==> src/rtl/morse_encoder.sv <==
// Serial Morse encoder: one ASCII character in, timed dot/dash/letter-gap/word-gap strobes out.
// Optional build macro MORSE_LOWERCASE_EN maps a-z onto A-Z.
//
// state | meaning
// IDLE  | waiting for a character, din_ready high
// SYM   | a dot or dash strobe is on the outputs this cycle
// GAP   | inter-symbol silence, GAP_CYCLES cycles after every symbol
// LGAP  | letter-gap strobe on the outputs, character complete
// WGAP  | word-gap strobe on the outputs (ASCII space)
// ERR   | error strobe on the outputs (unsupported character)
module morse_encoder #(
    parameter int GAP_CYCLES = 1
) (
    input  logic       clk,
    input  logic       rst,
    input  logic [7:0] din,
    input  logic       din_valid,
    output logic       din_ready,
    output logic       dot,
    output logic       dash,
    output logic       lg,
    output logic       wg,
    output logic       busy,
    output logic       error
);

    typedef enum logic [2:0] {IDLE, SYM, GAP, LGAP, WGAP, ERR} state_t;

    localparam logic [4:0] S_DOT  = 5'b10000;
    localparam logic [4:0] S_DASH = 5'b01000;
    localparam logic [4:0] S_LG   = 5'b00100;
    localparam logic [4:0] S_WG   = 5'b00010;
    localparam logic [4:0] S_ERR  = 5'b00001;

    localparam bit         NO_GAP   = (GAP_CYCLES == 0);
    localparam logic [3:0] GAP_LOAD = 4'(GAP_CYCLES - 1);

    state_t     state, state_n;
    logic [4:0] strb_q, strb_n;
    logic       busy_q;
    logic [4:0] pat_q, pat_n;
    logic [2:0] rem_q, rem_n;
    logic [3:0] gap_q, gap_n;
    logic       advance;
    logic       accept;
    logic [8:0] lk;
    logic [4:0] aligned;

    // Returns {supported, length[2:0], pattern[4:0]}; pattern right-aligned, MSB first, 1 = dash.
    function automatic logic [8:0] lookup(input logic [7:0] c);
        logic [7:0] u;
        u = c;
`ifdef MORSE_LOWERCASE_EN
        if (c >= 8'd97 && c <= 8'd122) u = c - 8'd32;
`endif
        case (u)
            8'd65: lookup = {1'b1, 3'd2, 5'b00001}; // A
            8'd66: lookup = {1'b1, 3'd4, 5'b01000}; // B
            8'd67: lookup = {1'b1, 3'd4, 5'b01010}; // C
            8'd68: lookup = {1'b1, 3'd3, 5'b00100}; // D
            8'd69: lookup = {1'b1, 3'd1, 5'b00000}; // E
            8'd70: lookup = {1'b1, 3'd4, 5'b00010}; // F
            8'd71: lookup = {1'b1, 3'd3, 5'b00110}; // G
            8'd72: lookup = {1'b1, 3'd4, 5'b00000}; // H
            8'd73: lookup = {1'b1, 3'd2, 5'b00000}; // I
            8'd74: lookup = {1'b1, 3'd4, 5'b00111}; // J
            8'd75: lookup = {1'b1, 3'd3, 5'b00101}; // K
            8'd76: lookup = {1'b1, 3'd4, 5'b00100}; // L
            8'd77: lookup = {1'b1, 3'd2, 5'b00011}; // M
            8'd78: lookup = {1'b1, 3'd2, 5'b00010}; // N
            8'd79: lookup = {1'b1, 3'd3, 5'b00111}; // O
            8'd80: lookup = {1'b1, 3'd4, 5'b00110}; // P
            8'd81: lookup = {1'b1, 3'd4, 5'b01101}; // Q
            8'd82: lookup = {1'b1, 3'd3, 5'b00010}; // R
            8'd83: lookup = {1'b1, 3'd3, 5'b00000}; // S
            8'd84: lookup = {1'b1, 3'd1, 5'b00001}; // T
            8'd85: lookup = {1'b1, 3'd3, 5'b00001}; // U
            8'd86: lookup = {1'b1, 3'd4, 5'b00001}; // V
            8'd87: lookup = {1'b1, 3'd3, 5'b00011}; // W
            8'd88: lookup = {1'b1, 3'd4, 5'b01001}; // X
            8'd89: lookup = {1'b1, 3'd4, 5'b01011}; // Y
            8'd90: lookup = {1'b1, 3'd4, 5'b01100}; // Z
            8'd48: lookup = {1'b1, 3'd5, 5'b11111}; // 0
            8'd49: lookup = {1'b1, 3'd5, 5'b01111}; // 1
            8'd50: lookup = {1'b1, 3'd5, 5'b00111}; // 2
            8'd51: lookup = {1'b1, 3'd5, 5'b00011}; // 3
            8'd52: lookup = {1'b1, 3'd5, 5'b00001}; // 4
            8'd53: lookup = {1'b1, 3'd5, 5'b00000}; // 5
            8'd54: lookup = {1'b1, 3'd5, 5'b10000}; // 6
            8'd55: lookup = {1'b1, 3'd5, 5'b11000}; // 7
            8'd56: lookup = {1'b1, 3'd5, 5'b11100}; // 8
            8'd57: lookup = {1'b1, 3'd5, 5'b11110}; // 9
            8'd61: lookup = {1'b1, 3'd5, 5'b10001}; // =
            default: lookup = 9'd0;
        endcase
    endfunction

    assign din_ready = (state == IDLE) && !rst;
    assign accept    = din_valid && din_ready;
    assign {dot, dash, lg, wg, error} = strb_q;
    assign busy = busy_q;

    always_comb begin
        state_n = state;
        strb_n  = '0;
        pat_n   = pat_q;
        rem_n   = rem_q;
        gap_n   = gap_q;
        advance = 1'b0;
        lk      = lookup(din);
        aligned = lk[4:0] << (3'd5 - lk[7:5]);

        case (state)
            IDLE: begin
                if (accept) begin
                    if (lk[8]) begin
                        // First symbol leaves straight from the accept edge; the rest are shifted out of pat_q.
                        strb_n  = aligned[4] ? S_DASH : S_DOT;
                        pat_n   = {aligned[3:0], 1'b0};
                        rem_n   = lk[7:5] - 3'd1;
                        state_n = SYM;
                    end else if (din == 8'd32) begin
                        strb_n  = S_WG;
                        state_n = WGAP;
                    end else begin
                        strb_n  = S_ERR;
                        state_n = ERR;
                    end
                end
            end
            SYM: begin
                if (NO_GAP) begin
                    advance = 1'b1;
                end else begin
                    gap_n   = GAP_LOAD;
                    state_n = GAP;
                end
            end
            GAP: begin
                if (gap_q == 4'd0) advance = 1'b1;
                else               gap_n = gap_q - 4'd1;
            end
            default: state_n = IDLE;
        endcase

        if (advance) begin
            if (rem_q != 3'd0) begin
                strb_n  = pat_q[4] ? S_DASH : S_DOT;
                pat_n   = {pat_q[3:0], 1'b0};
                rem_n   = rem_q - 3'd1;
                state_n = SYM;
            end else begin
                strb_n  = S_LG;
                state_n = LGAP;
            end
        end
    end

    always_ff @(posedge clk) begin
        if (rst) begin
            state  <= IDLE;
            strb_q <= '0;
            busy_q <= 1'b0;
            pat_q  <= '0;
            rem_q  <= '0;
            gap_q  <= '0;
        end else begin
            state  <= state_n;
            strb_q <= strb_n;
            busy_q <= (state_n != IDLE);
            pat_q  <= pat_n;
            rem_q  <= rem_n;
            gap_q  <= gap_n;
        end
    end

endmodule

==> config.mk <==
export PLATFORM = sky130hd
export DESIGN_NAME = morse_encoder
export DESIGN_NICKNAME = d
export VERILOG_FILES = /design/src/rtl/morse_encoder.sv
export SDC_FILE = /design/constraint.sdc
export NUM_CORES = 1
export LEC_CHECK = 0
export CELL_PAD_IN_SITES_DETAIL_PLACEMENT = 1
export CELL_PAD_IN_SITES_GLOBAL_PLACEMENT = 1
export CORE_MARGIN = 5
export CORE_UTILIZATION = 40
export DETAILED_ROUTE_END_ITERATION = 10
export PLACE_DENSITY = 0.79
export SLEW_MARGIN = 15
export SYNTH_ARGS = -nofsm -noshare
export SYNTH_HDL_FRONTEND = slang
export SYNTH_SLANG_ARGS = --single-unit
export TNS_END_PERCENT = 20
==> constraint.sdc <==
create_clock -name clk -period 6.1 [get_ports clk]
set_input_delay 0.915 -clock clk [delete_from_list [all_inputs] [get_ports clk]]
set_output_delay 0.915 -clock clk [all_outputs]
set_load 0.01 [all_outputs]
==> flow_summary.yaml <==
power:
  leakagePower_nw: 0.722
  peakVddDrop_mv: 0.0623
  p_per_area_nw_per_um2: 169
cells_and_area:
  nNetsFinal: 247
  num-fill-cells: 547
  syn_to_final_growth_pct: 8.84
  layout_commonest_cell: "dfxtp_1"
  final_cell_mix: "21 x dfxtp_1, 19 x nor2_1, 17 x clkdlybuf4s50_1"
  diodes: 0
  final_area_um2: 1940
  drive_gt1_share_pct: 4.46
global_routing:
  antenna_found_initial: 0
  grt_max_degree: 30
  grt_remaining_overflow: 0
  grt.total_usage_pct: 15.4
  grt_pass1_wl_um: 7800
  grt_pass1_vias: 1585
route:
  dr.pass1.iters: 4
  vias: 1644
  drcViolationCount: 0
  ant_nets: 0
  viasPerCell: 5.96
  wl_per_cell_um: 16.6
  routed_wl_um: 4580
  dr.first_iter.drc_count: 80
run_status:
  outcome: "finished, final reports clean"
die:
  die-height_um: 76.8
  core_region_area_um2: 4350
  io_pins: 18
  row_count: 24
  start_util_pct: 40.9
  die_area_um2: 5890
  die_w_um: 76.8
clock_network:
  cts_buffer_depth: 2
  cts_tree: "built"
  cts_hold_buf: 0
  clk_latency_ns: 0.25
  cts_resized: 0
  cts_buffers: 3
  root_buffer: "clkbuf_8"
  clock_sinks: 21
  clkTransAtPathRegs_ns: 0.08
  cts_post_setup_buffers_inserted: 0
  htree_levels: 1
worst_setup_path:
  startpoint_type: "input pin"
  crit_fanout: 16
  cp-end-kind: "flip-flop"
  crit_start: "din[1]"
  rr_worst_depth: 5
  cp.required_ns: 6.27
  r2r_slack_ns: 3.99
  slowest_stage: "clkdlybuf4s50_1"
  max_stage_delay_ns: 0.80
  r2r_end: "pat_q[4]$_SDFF_PP0_"
  path_cells: "clkdlybuf4s50_1 > inv_1 > ha_1 > nor4b_1 > nor4_1 > a21oi_1 > nor2_1 > nand4_1 > a311oi_1"
  crit_arrival_ns: 3.89
  reg2reg_from: "state[0]$_SDFF_PP0_"
  crit_type: "input pin to flip-flop"
worst_hold_path:
  hold_class: "flip-flop to flip-flop"
  hold_depth: 2
  worstHoldStart: "rem_q[0]$_SDFF_PP0_"
  worstHoldEndpoint: "rem_q[0]$_SDFF_PP0_"
synth:
  async_flop_share_pct: 0
  synth_ff_type: "dfxtp_1"
  synth_area_um2: 1780
  syn-num-nets: 241
  yosys_register_bits: 21
  synth.avg_cell_area_um2: 8.14
  ys_warn_count: 0
  synth_edf_count: 0
  synth_cell_types: 62
  seq_area_frac_synth_pct: 23.6
  syn_inst: 219
sta:
  finalWorstSetupSlack_ns: 2.38
  post-route-period-util_pct: 61.0
  maxSlewViolCount: 0
  tightest_slew_ns: 0.986
  final-hold-violation-count: 0
  fin_crit_ns: 3.72
  maxSlewHeadroom_pct: 34.1
  setup_tns_ns: 0
  max_freq_mhz: 269
  rsz0062_at_grt: "false"
  setup-violations-final: 0
  fin_skew_ns: 0.00293
  holdWs_ns: 0.491
place:
  hpwl_um: 3570
  preCtsSetupSlack_ns: 2.12
  io_buffers: 17
  placed_area_um2: 1900
  routabilityCongestion: 0.835
run:
  drv_cap: 0
==> stage by stage <==
step	power, mW	instances	util (%)
final	0.327	276	44.6
after global routing	0.346	276	44.6
after CTS	0.330	276	44.6
after detailed placement	0.241	272	43.5
after global placement	0.239	272	43.5
after floorplan	0.215	219	-
==> cells by family after synthesis <==
family / share of synthesized area, %
muxes: 4.84
buffers and inverters: 9.61
and+or+nand+nor: 29.6
xor gates and xnor gates: 0.983
AOI/OAI and AO/OA: 23.6
DFF: 23.6
adders and majority gates: 7.72
==> flip-flops by register name, summed over array words and instances, names as in the netlist <==
signal,count
pat_q,5
strb_q,5
gap_q,4
rem_q,3
state,3
busy,1
==> synth_stat cells (3+ instances only) <==
master / instances / area [µm²]
nand4_1: 5 / 31.3
inv_1: 13 / 48.8
and2_1: 4 / 25.0
nand3_1: 4 / 20.0
nor2b_1: 4 / 25.0
buf_2: 4 / 20.0
a221oi_1: 3 / 26.3
mux2i_1: 6 / 60.1
buf_6: 5 / 56.3
nor4_1: 5 / 31.3
o21ai_1: 3 / 15.0
nand2b_1: 6 / 37.5
a21oi_1: 10 / 50.1
dfxtp_1: 21 / 420
nor3_1: 7 / 35.0
a211oi_1: 5 / 37.5
clkbuf_1: 3 / 11.3
a311oi_1: 4 / 35.0
ha_1: 11 / 138
nand2_1: 10 / 37.5
nor2_1: 19 / 71.3
nand3b_1: 7 / 52.6
o21ai_0: 7 / 35.0
o211ai_1: 4 / 30.0
==> worst max-delay path by stage <==
stage / end / slack, ns
after floorplan: rem_q[1]$_SDFF_PP0_ / 3.34
after detailed placement: pat_q[4]$_SDFF_PP0_ / 2.12
final: pat_q[4]$_SDFF_PP0_ / 2.38
after CTS: pat_q[4]$_SDFF_PP0_ / 2.40
after global routing: pat_q[3]$_SDFF_PP0_ / 2.11
after global placement: pat_q[4]$_SDFF_PP0_ / 2.19
==> worst max-delay path: cells and delay by family <==
kind	cells	cell delay [ns]
AND/OR/NAND/NOR	4	1.32
buffers and inverters	2	0.99
AO/OA/AOI/OAI	2	0.39
adder cells (fa/ha/maj)	1	0.27
==> where the power goes <==
part | internal (mW) | switching [mW]
clock network | 0.0464 | 0.0434
logic | 0.0387 | 0.0501
registers | 0.144 | 0.00469
total | 0.229 | 0.0982
==> cell type report <==
cell class | instances | area (µm²) | share of cell area (%)
Clock buffer | 4 | 45.0 | 2.32
Tap cell | 52 | 65.1 | 3.35
Timing Repair Buffer | 17 | 170 | 8.77
Multi-Input combinational cell | 169 | 1190 | 61.4
Sequential cell | 21 | 420 | 21.7
Inverter | 13 | 48.8 | 2.51
==> metal layers <==
metal  part of all wire [%]  track usage (%)  vias to the layer above
met5                      0                0                        -
met4                   0.94             4.72                        0
met3                    3.5            0.937                        4
met2                     46             25.6                       32
met1                     49             21.1                      785
li1                       -                -                      823
No activity file was read; power rests on OpenSTA's default activity.
